**config.mk**
```make
export PLATFORM = sky130hd
export DESIGN_NAME = fir_out_requant
export DESIGN_NICKNAME = d
export VERILOG_FILES = /design/src/rtl/fir_out_requant.sv
export SDC_FILE = /design/constraint.sdc
export NUM_CORES = 1
export LEC_CHECK = 0
export ABC_AREA = 1
export BUFFER_PORTS_ARGS = -buffer_cell sky130_fd_sc_hd__buf_2
export CAP_MARGIN = 20
export CORE_MARGIN = 5
export CORE_UTILIZATION = 31
export DETAILED_ROUTE_END_ITERATION = 8
export GPL_ROUTABILITY_DRIVEN = 0
export HOLD_SLACK_MARGIN = 0.03
export PLACE_DENSITY_LB_ADDON = 0.05
export SYNTH_ARGS = -nofsm -noshare
export SYNTH_HDL_FRONTEND = slang
export SYNTH_SLANG_ARGS = --single-unit
```
**constraint.sdc**
```tcl
create_clock -name clk -period 3.38 [get_ports clk]
set_input_delay 0.169 -clock clk [delete_from_list [all_inputs] [get_ports clk]]
set_output_delay 0.169 -clock clk [all_outputs]
set_load 0.005 [all_outputs]
```
**src/rtl/fir_out_requant.sv**
```systemverilog
// Output requantizer for the transposed-form FIR: drops warm-up samples, rounds and
// saturates each 32-bit result to 16 bits, and buffers it in a show-ahead FIFO.
module fir_out_requant #(
  parameter int IN_W   = 32,
  parameter int OUT_W  = 16,
  parameter int SHIFT  = 15,
  parameter int DEPTH  = 4,
  parameter int WARMUP = 5
) (
  input  logic                      clk,
  input  logic                      reset,
  input  logic [IN_W-1:0]           yn_in,
  input  logic                      yn_valid,
  output logic [OUT_W-1:0]          yq_out,
  output logic                      yq_valid,
  input  logic                      yq_ready,
  output logic [$clog2(DEPTH):0]    fifo_count,
  output logic                      sat_flag,
  output logic                      ovf_flag,
  input  logic                      clr_flags
);

  localparam int AW  = $clog2(DEPTH);
  localparam int WCW = (WARMUP > 0) ? $clog2(WARMUP + 1) : 1;
  localparam logic [WCW-1:0]         WARM_END = WCW'(WARMUP);
  localparam logic signed [IN_W:0]   RND      = (IN_W+1)'(1) << (SHIFT - 1);
  localparam logic signed [IN_W:0]   SAT_MAX  = {{(IN_W-OUT_W+2){1'b0}}, {(OUT_W-1){1'b1}}};
  localparam logic signed [IN_W:0]   SAT_MIN  = {{(IN_W-OUT_W+2){1'b1}}, {(OUT_W-1){1'b0}}};
  localparam logic [AW:0]            FULL_CNT = (AW+1)'(DEPTH);

  logic [WCW-1:0]   warm_cnt_reg;
  logic             warm_done;
  logic signed [IN_W:0] sum, q;
  logic [OUT_W-1:0] q_sat;
  logic             q_is_sat;

  logic             s1_valid_reg, s1_sat_reg;
  logic [OUT_W-1:0] s1_data_reg;

  logic [OUT_W-1:0] mem [DEPTH];
  logic [AW-1:0]    wr_ptr_reg, rd_ptr_reg, rd_next;
  logic [AW:0]      count_reg, count_next;
  logic             full, empty, push, pop, drop, head_from_push;

  assign warm_done = (warm_cnt_reg == WARM_END);

  // Round-half-up in one extra bit of headroom, then arithmetic shift and clamp.
  assign sum = $signed({yn_in[IN_W-1], yn_in}) + RND;
  assign q   = sum >>> SHIFT;

  always_comb begin
    q_sat    = q[OUT_W-1:0];
    q_is_sat = 1'b0;
    if (q > SAT_MAX) begin
      q_sat    = {1'b0, {(OUT_W-1){1'b1}}};
      q_is_sat = 1'b1;
    end else if (q < SAT_MIN) begin
      q_sat    = {1'b1, {(OUT_W-1){1'b0}}};
      q_is_sat = 1'b1;
    end
  end

  assign empty = (count_reg == '0);
  assign full  = (count_reg == FULL_CNT);
  assign pop   = !empty && yq_ready;
  assign push  = s1_valid_reg && (!full || pop);
  assign drop  = s1_valid_reg && full && !pop;
  assign rd_next = pop ? rd_ptr_reg + AW'(1) : rd_ptr_reg;
  // The head comes straight from stage 1 when the write lands in an otherwise empty FIFO.
  assign head_from_push = push && (empty || (pop && count_reg == (AW+1)'(1)));

  always_comb begin
    count_next = count_reg;
    if (push && !pop)
      count_next = count_reg + (AW+1)'(1);
    else if (pop && !push)
      count_next = count_reg - (AW+1)'(1);
  end

  always_ff @(posedge clk or posedge reset) begin
    if (reset) begin
      warm_cnt_reg <= '0;
      s1_valid_reg <= 1'b0;
      s1_sat_reg   <= 1'b0;
      s1_data_reg  <= '0;
      wr_ptr_reg   <= '0;
      rd_ptr_reg   <= '0;
      count_reg    <= '0;
      yq_out       <= '0;
      sat_flag     <= 1'b0;
      ovf_flag     <= 1'b0;
    end else begin
      if (yn_valid && !warm_done)
        warm_cnt_reg <= warm_cnt_reg + WCW'(1);
      s1_valid_reg <= yn_valid && warm_done;
      s1_sat_reg   <= q_is_sat;
      s1_data_reg  <= q_sat;

      if (push)
        wr_ptr_reg <= wr_ptr_reg + AW'(1);
      rd_ptr_reg <= rd_next;
      count_reg  <= count_next;
      // Registered head; holds its last value once the FIFO runs empty.
      if (count_next != '0)
        yq_out <= head_from_push ? s1_data_reg : mem[rd_next];

      if (s1_valid_reg && s1_sat_reg)
        sat_flag <= 1'b1;
      else if (clr_flags)
        sat_flag <= 1'b0;
      if (drop)
        ovf_flag <= 1'b1;
      else if (clr_flags)
        ovf_flag <= 1'b0;
    end
  end

  always_ff @(posedge clk) begin
    if (push)
      mem[wr_ptr_reg] <= s1_data_reg;
  end

  assign yq_valid   = !empty;
  assign fifo_count = count_reg;

endmodule

```
==> impl_metrics.env, run 1 <==
export IMPL_status="completed"
export IMPL_antenna_found_initial=0
export IMPL_clk_path_buf_depth=2
export IMPL_cp_num_buf_inv=2
export IMPL_cts_resized_gates=0
export IMPL_htreeDepth=3
export IMPL_dp_cells=791
export IMPL_finalSetupViolCount=0
export IMPL_dr_pass1_iters=4
export IMPL_cp_max_fo=33
export IMPL_syn_avg_cell_area_um2=9.569
export IMPL_core_um2=16350
export IMPL_slew_headroom_pct=49.39
export IMPL_crit_top_cell="nand2_1"
export IMPL_synth_top_area_share_pct=37.61
export IMPL_vias=3648
export IMPL_num_rows=47
export IMPL_post_drt_wl_per_cell_um=14.66
export IMPL_clock_skew_ns=0.009261
export IMPL_grt_pass1_vias=3660
export IMPL_yosysWarnings=0
export IMPL_drive_gt1_share_pct=13.56
export IMPL_finalWirelength_um=11870
export IMPL_io_buffers=44
export IMPL_cp_end_kind="flop"
export IMPL_worstPathRequired_ns=3.62
export IMPL_grt_pass1_wl_um=19570
export IMPL_crit_family="simple AND/OR/NAND/NOR gates"
export IMPL_numCtsBuffers=9
export IMPL_r2r_slack_ns=1.02
export IMPL_rsz0062_at_grt="false"
export IMPL_worstMarginPinSlew_ns=0.7574
export IMPL_power_density_nw_per_um2=803.5
export IMPL_grtUsageMet1_pct=17.41
export IMPL_grt_usage_pct=12.76
export IMPL_min_from="yn_valid"
export IMPL_hold_viol_final=0
export IMPL_root_buffer="clkbuf_16"
export IMPL_synth_area_leaders="edfxtp_1 38%, dfrtp_1 23%, nand2_1 13%"
export IMPL_finalCritPeriodShare_pct=69.91
export IMPL_drc=0
export IMPL_critical_path_cell_chain="inv_1 -> ha_1 -> nand2_4 -> nand3_1 -> nand2_1 -> buf_4 -> nand2_1 -> nand3_1 -> nand2_1 -> nand2_1 -> nand2_1 -> nand2_1 -> nand2_1"
export IMPL_critPathLaunchType="flop"
export IMPL_syn_nets=582
export IMPL_cp_arrival_ns=2.60
export IMPL_setup_worst_path_class="flop to flop"
export IMPL_stdcell_count=810
export IMPL_maxCapViolCount=0
export IMPL_via_per_inst=4.504
export IMPL_crit_path_max_incr_delay_ns=0.43
export IMPL_dieArea_um2=19150
export IMPL_use_met3_pct=1.934
export IMPL_r2r_cells=13
export IMPL_whs_path_depth=3
export IMPL_clock_latency_ns=0.34
export IMPL_syn_area_um2=5110
export IMPL_period_minus_slack_ns=2.363
export IMPL_dp_hpwl_um=7909
export IMPL_ant_nets=0
export IMPL_clk_pin_slew_ns=0.07
export IMPL_ys_seq_area_share_pct=60.14
export IMPL_grt_max_degree=47
export IMPL_start_util_pct=31.26
export IMPL_whs_ns=0.05172
export IMPL_multi_input_area_um2=1753
export IMPL_fin_nets=633
export IMPL_register_area_um2=3073
export IMPL_syn_inst=534
export IMPL_hold_path_class="input port to flop"
export IMPL_synth_top_cell_by_area="edfxtp_1"
export IMPL_fill_cells=1736
export IMPL_antenna_cells=0
export IMPL_max_freq_mhz=423.2
export IMPL_fin_setup_tns_ns=0
export IMPL_ys_types=26
export IMPL_cp_slowest_cell="dfrtp_1"
export IMPL_clock_sinks=110
export IMPL_ys_ff_latch=110
export IMPL_area_growth_pct=16.26
export IMPL_worst_r2r_startpoint="fifo_count[0]"
export IMPL_die_w_um=138.4
export IMPL_cp_depth=13
export IMPL_drt_iter0_drc=262
export IMPL_die_h_um=138.4
export IMPL_grt_use_met2_pct=20.68
export IMPL_ioPinCount=59
export IMPL_cts_tree="yes"
export IMPL_p_leak_uw=0.002670
export IMPL_hold_end="s1_valid_reg"
export IMPL_r2r_end="yq_out[0]"
export IMPL_busiest_layer="met2"
export IMPL_overflow=0
export IMPL_largest_register_ff_count=64
export IMPL_maxSlewViolCount=0
export IMPL_vdd_drop_max_v=0.0003743
==> worst max path at each step <==
stage / startpoint / endpoint / slack (ns)
floorplan: fifo_count[0] / mem[0][0] / 1.24
global placement: fifo_count[0] / yq_out[0] / 1.03
detailed placement: fifo_count[0] / yq_out[0] / 1.04
CTS: fifo_count[0] / yq_out[0] / 1.01
global route: fifo_count[0] / yq_out[0] / 0.75
finish: fifo_count[0] / yq_out[0] / 1.02
==> layer usage <==
metal,vias to the layer above,wire (um)
li1,1858,-
met4,0,178
met3,12,421
met1,1700,5780
met5,-,0
met2,78,5490
==> area by class of cell <==
class | count | share of cell area (%)
repair buffers | 58 | 5.771
clock buffers | 9 | 3.791
multi-input cells | 357 | 29.51
well taps | 220 | 4.634
flip-flops and latches | 110 | 51.73
clock inverters | 7 | 1.474
inverters | 49 | 3.096
==> Yosys cell counts <==
library cell,count
nand2_1,174
nand3_1,103
edfxtp_1,64
inv_1,48
dfrtp_1,46
nor2_1,21
xor2_1,13
ha_1,11
buf_2,8
nand4_1,7
o21ai_0,7
clkbuf_1,6
xnor2_1,5
a21oi_1,3
nand2_4,3
buf_4,2
buf_6,2
nand2_2,2
nor3_1,2
a21oi_4,1
inv_2,1
nand3_2,1
nand3b_1,1
nor2_4,1
o21ai_2,1
o22ai_1,1
==> kinds of logic (layout without fill, tap and decap cells) <==
| kind of cell | count (synthesis) | in the layout | synth area share [%] |
|---|---|---|---|
| flip-flops | 110 | 110 | 60.14 |
| AND/OR/NAND/NOR | 315 | 315 | 26.93 |
| XOR/XNOR | 18 | 18 | 3.085 |
| buffers and inverters | 67 | 123 | 5.558 |
| AO/OA/AOI/OAI | 13 | 13 | 1.592 |
| adder cells (fa/ha/maj) | 11 | 11 | 2.693 |
==> per-stage QoR <==
step / total power (uW) / utilization [%] / cell area [um2] / setup WS [ns]
final: 4774 / 36.34 / 5941 / 1.017
after global routing: 5197 / 36.34 / 5941 / 0.7534
after CTS: 4862 / 36.15 / 5911 / 1.010
after detailed placement: 3723 / 34.18 / 5588 / 1.038
after global placement: 3700 / 34.18 / 5588 / 1.035
after floorplan: 3151 / - / 5110 / 1.238
==> worst register-to-register path, delay by kind of cell (launching register included) <==
kind / cells / cell delay [ns]
AND/OR/NAND/NOR: 10 / 1.09
adder cells (fa/ha/maj): 1 / 0.26
buffers and inverters: 2 / 0.48
flip-flops: 1 / 0.43
==> cell usage in the layout (no fill, tap or decap), types with 9 or more instances in the layout <==
cell       count
buf_2         44
buf_4         11
clkbuf_16      9
dfrtp_1       46
edfxtp_1      64
ha_1          11
inv_1         47
nand2_1      174
nand3_1      103
nor2_1        21
xor2_1        13
==> power by group <==
part | total (uW) | switching, uW | internal [uW]
Clock | 1110 | 466 | 646
Combinational | 1830 | 1210 | 618
Sequential | 1830 | 149 | 1680
==> repair_timing <==
| action | 4_1_cts | 5_1_grt |
|---|---|---|
| hold endpoints to repair | 2 | 13 |
| setup buffers | 0 | 0 |
| hold buffers | 1 | 1 |
(Power assumes the default switching activity.)
==> inputs of run 2 (changes only) <==
==> constraint.sdc (replaced) <==
create_clock -name clk -period 2.4 [get_ports clk]
set_input_delay 0.12 -clock clk [delete_from_list [all_inputs] [get_ports clk]]
set_output_delay 0.12 -clock clk [all_outputs]
set_load 0.005 [all_outputs]
==> run 2 against run 1 <==
Setup slack got worse by 0.67 ns; via count rose by 0.88%; utilization rose by 0.47 points; cell area rose by 1.3%; critical endpoint is now yq_out[12]; power rose by 45%; first-iteration DRC count fell by 19%; cell count rose by 0.49%; register-to-register slack got worse by 0.67 ns; combinational power rose by 50%; critical path depth fell by 2; flip-flop and latch count did not move; highest routed layer unchanged.
==> impl_metrics.env, run 2 (synthesis gave the netlist of run 1 again) <==
export IMPL_dieArea_um2=19150
export IMPL_worst_r2r_startpoint="fifo_count[1]"
export IMPL_slew_headroom_pct=54.39
export IMPL_critPathLaunchType="flop"
export IMPL_clk_path_buf_depth=2
export IMPL_swShare_pct=37.55
export IMPL_antenna_cells=0
export IMPL_r2r_slack_ns=0.34
export IMPL_min_from="yn_in[31]"
export IMPL_cp_max_fo=12
export IMPL_area_growth_pct=17.75
export IMPL_hold_viol_final=0
export IMPL_fin_setup_tns_ns=0
export IMPL_totalPowerFinal_uw=6916
export IMPL_setup_slack_ns=0.3428
export IMPL_antenna_found_initial=0
export IMPL_ioPinCount=59
export IMPL_grt_pass1_vias=3814
export IMPL_status="completed"
export IMPL_via_per_inst=4.521
export IMPL_cp_end_kind="flop"
export IMPL_maxCapViolCount=0
export IMPL_utilization_pct=36.81
export IMPL_pwr_share_clk_pct=23.0
export IMPL_p_leak_uw=0.002703
export IMPL_finalSetupViolCount=0
export IMPL_cp_slowest_cell="dfrtp_1"
export IMPL_crit_path_max_incr_delay_ns=0.40
export IMPL_cts_tree="yes"
export IMPL_worstMarginPinSlew_ns=0.6834
export IMPL_setup_worst_path_class="flop to flop"
export IMPL_overflow=0
export IMPL_start_util_pct=31.26
export IMPL_register_area_um2=3073
export IMPL_grt_max_degree=34
export IMPL_die_h_um=138.4
export IMPL_multi_input_area_um2=1753
export IMPL_clock_latency_ns=0.34
export IMPL_fill_cells=1737
export IMPL_final_common_cell="nand2_1"
export IMPL_whs_path_depth=3
export IMPL_die_w_um=138.4
export IMPL_grt_usage_pct=12.90
export IMPL_vdd_drop_max_v=0.0004372
export IMPL_combPwrFrac_pct=39.7
export IMPL_io_buffers=44
export IMPL_clk_pin_slew_ns=0.07
export IMPL_post_drt_wl_per_cell_um=14.66
export IMPL_dp_hpwl_um=7931
export IMPL_period_minus_slack_ns=2.057
export IMPL_drc=0
export IMPL_dr_pass1_iters=4
export IMPL_num_rows=47
export IMPL_fin_nets=637
export IMPL_power_switching_uw=2597
export IMPL_numCtsBuffers=9
export IMPL_core_um2=16350
export IMPL_htreeDepth=3
export IMPL_max_freq_mhz=486.1
export IMPL_largest_register_ff_count=64
export IMPL_hold_end="s1_data_reg[15]"
export IMPL_pwr_share_seq_pct=37.3
export IMPL_hold_path_class="input port to flop"
export IMPL_grt_pass1_wl_um=19820
export IMPL_cts_setup_buffers=0
export IMPL_intPower_uw=4319
export IMPL_ant_nets=0
export IMPL_layout_common_cells="174 x nand2_1, 103 x nand3_1, 64 x edfxtp_1"
export IMPL_drt_iter0_drc=213
export IMPL_clock_sinks=110
export IMPL_power_density_nw_per_um2=1149
export IMPL_rsz0062_at_grt="false"
export IMPL_vias=3680
export IMPL_maxSlewViolCount=0
export IMPL_r2r_end="yq_out[12]"
export IMPL_ctsHoldBuffers=3
export IMPL_clock_skew_ns=0.006764
export IMPL_finalWirelength_um=11930
export IMPL_worstPathRequired_ns=2.68
export IMPL_drive_gt1_share_pct=13.97
export IMPL_cp_arrival_ns=2.34
export IMPL_cts_resized_gates=0
export IMPL_critical_path_cell_chain="inv_1 -> ha_1 -> nand3_1 -> nand3_2 -> nand2_2 -> nand2_1 -> nand2_2 -> nor2_4 -> buf_4 -> nand3_1 -> nand2_1"
export IMPL_dp_slack_ns=0.3324
export IMPL_r2r_cells=11
export IMPL_root_buffer="clkbuf_16"
export IMPL_finalCritPeriodShare_pct=85.72
export IMPL_whs_ns=0.07230
## run 2: cell type report
cell class,instances,area share [%]
clock inverter,4,1.206
inverter,49,3.057
tap,220,4.575
clock buffer,12,4.096
sequential,110,51.07
multi-input combinational,357,29.13
timing repair buffer,62,6.862
## run 2: power groups by stage
| stage | Sequential [uW] | Clock [uW] | Combinational (uW) |
|---|---|---|---|
| after floorplan | 2600 | 0 | 1840 |
| after global placement | 2610 | 0 | 2770 |
| after detailed placement | 2620 | 0 | 2790 |
| after CTS | 2590 | 1650 | 2810 |
| after global routing | 2630 | 1720 | 3150 |
| final | 2580 | 1590 | 2740 |
## run 2: routing by layer
layer  up-vias  wire length (um)  track usage, %  share of wire [%]
li1       1862                 -               -                  -
met1      1725              5709           17.29                 48
met2        80              5554           21.17                 47
met3        13               468           2.072                3.9
met4         0               202           4.732                1.7
met5         -                 0               0                  0
## run 2: worst max-delay path by stage
stage	cells past startpoint	end	from	slack, ns
2_1_floorplan	5	mem[0][0]	fifo_count[0]	0.26
5_1_grt	11	yq_out[3]	fifo_count[1]	0.1
3_5_place_dp	11	yq_out[12]	fifo_count[1]	0.33
6_report	11	yq_out[12]	fifo_count[1]	0.34
3_3_place_gp	11	yq_out[12]	fifo_count[1]	0.38
4_1_cts	11	yq_out[12]	fifo_count[1]	0.31
## run 2: per-stage QoR
| step | instances | cell area (um2) |
|---|---|---|
| CTS | 814 | 6017 |
| global placement | 795 | 5668 |
| floorplan | 534 | 5110 |
| finish | 814 | 6017 |
| global route | 814 | 6017 |
| detailed placement | 795 | 5668 |
## run 2: worst max-delay path, delay by kind of cell (launching register included)
| kind | cells | cell delay [ns] |
|---|---|---|
| DFF | 1 | 0.40 |
| and+or+nand+nor | 8 | 0.98 |
| buffers and inverters | 2 | 0.36 |
| adders and majority gates | 1 | 0.27 |
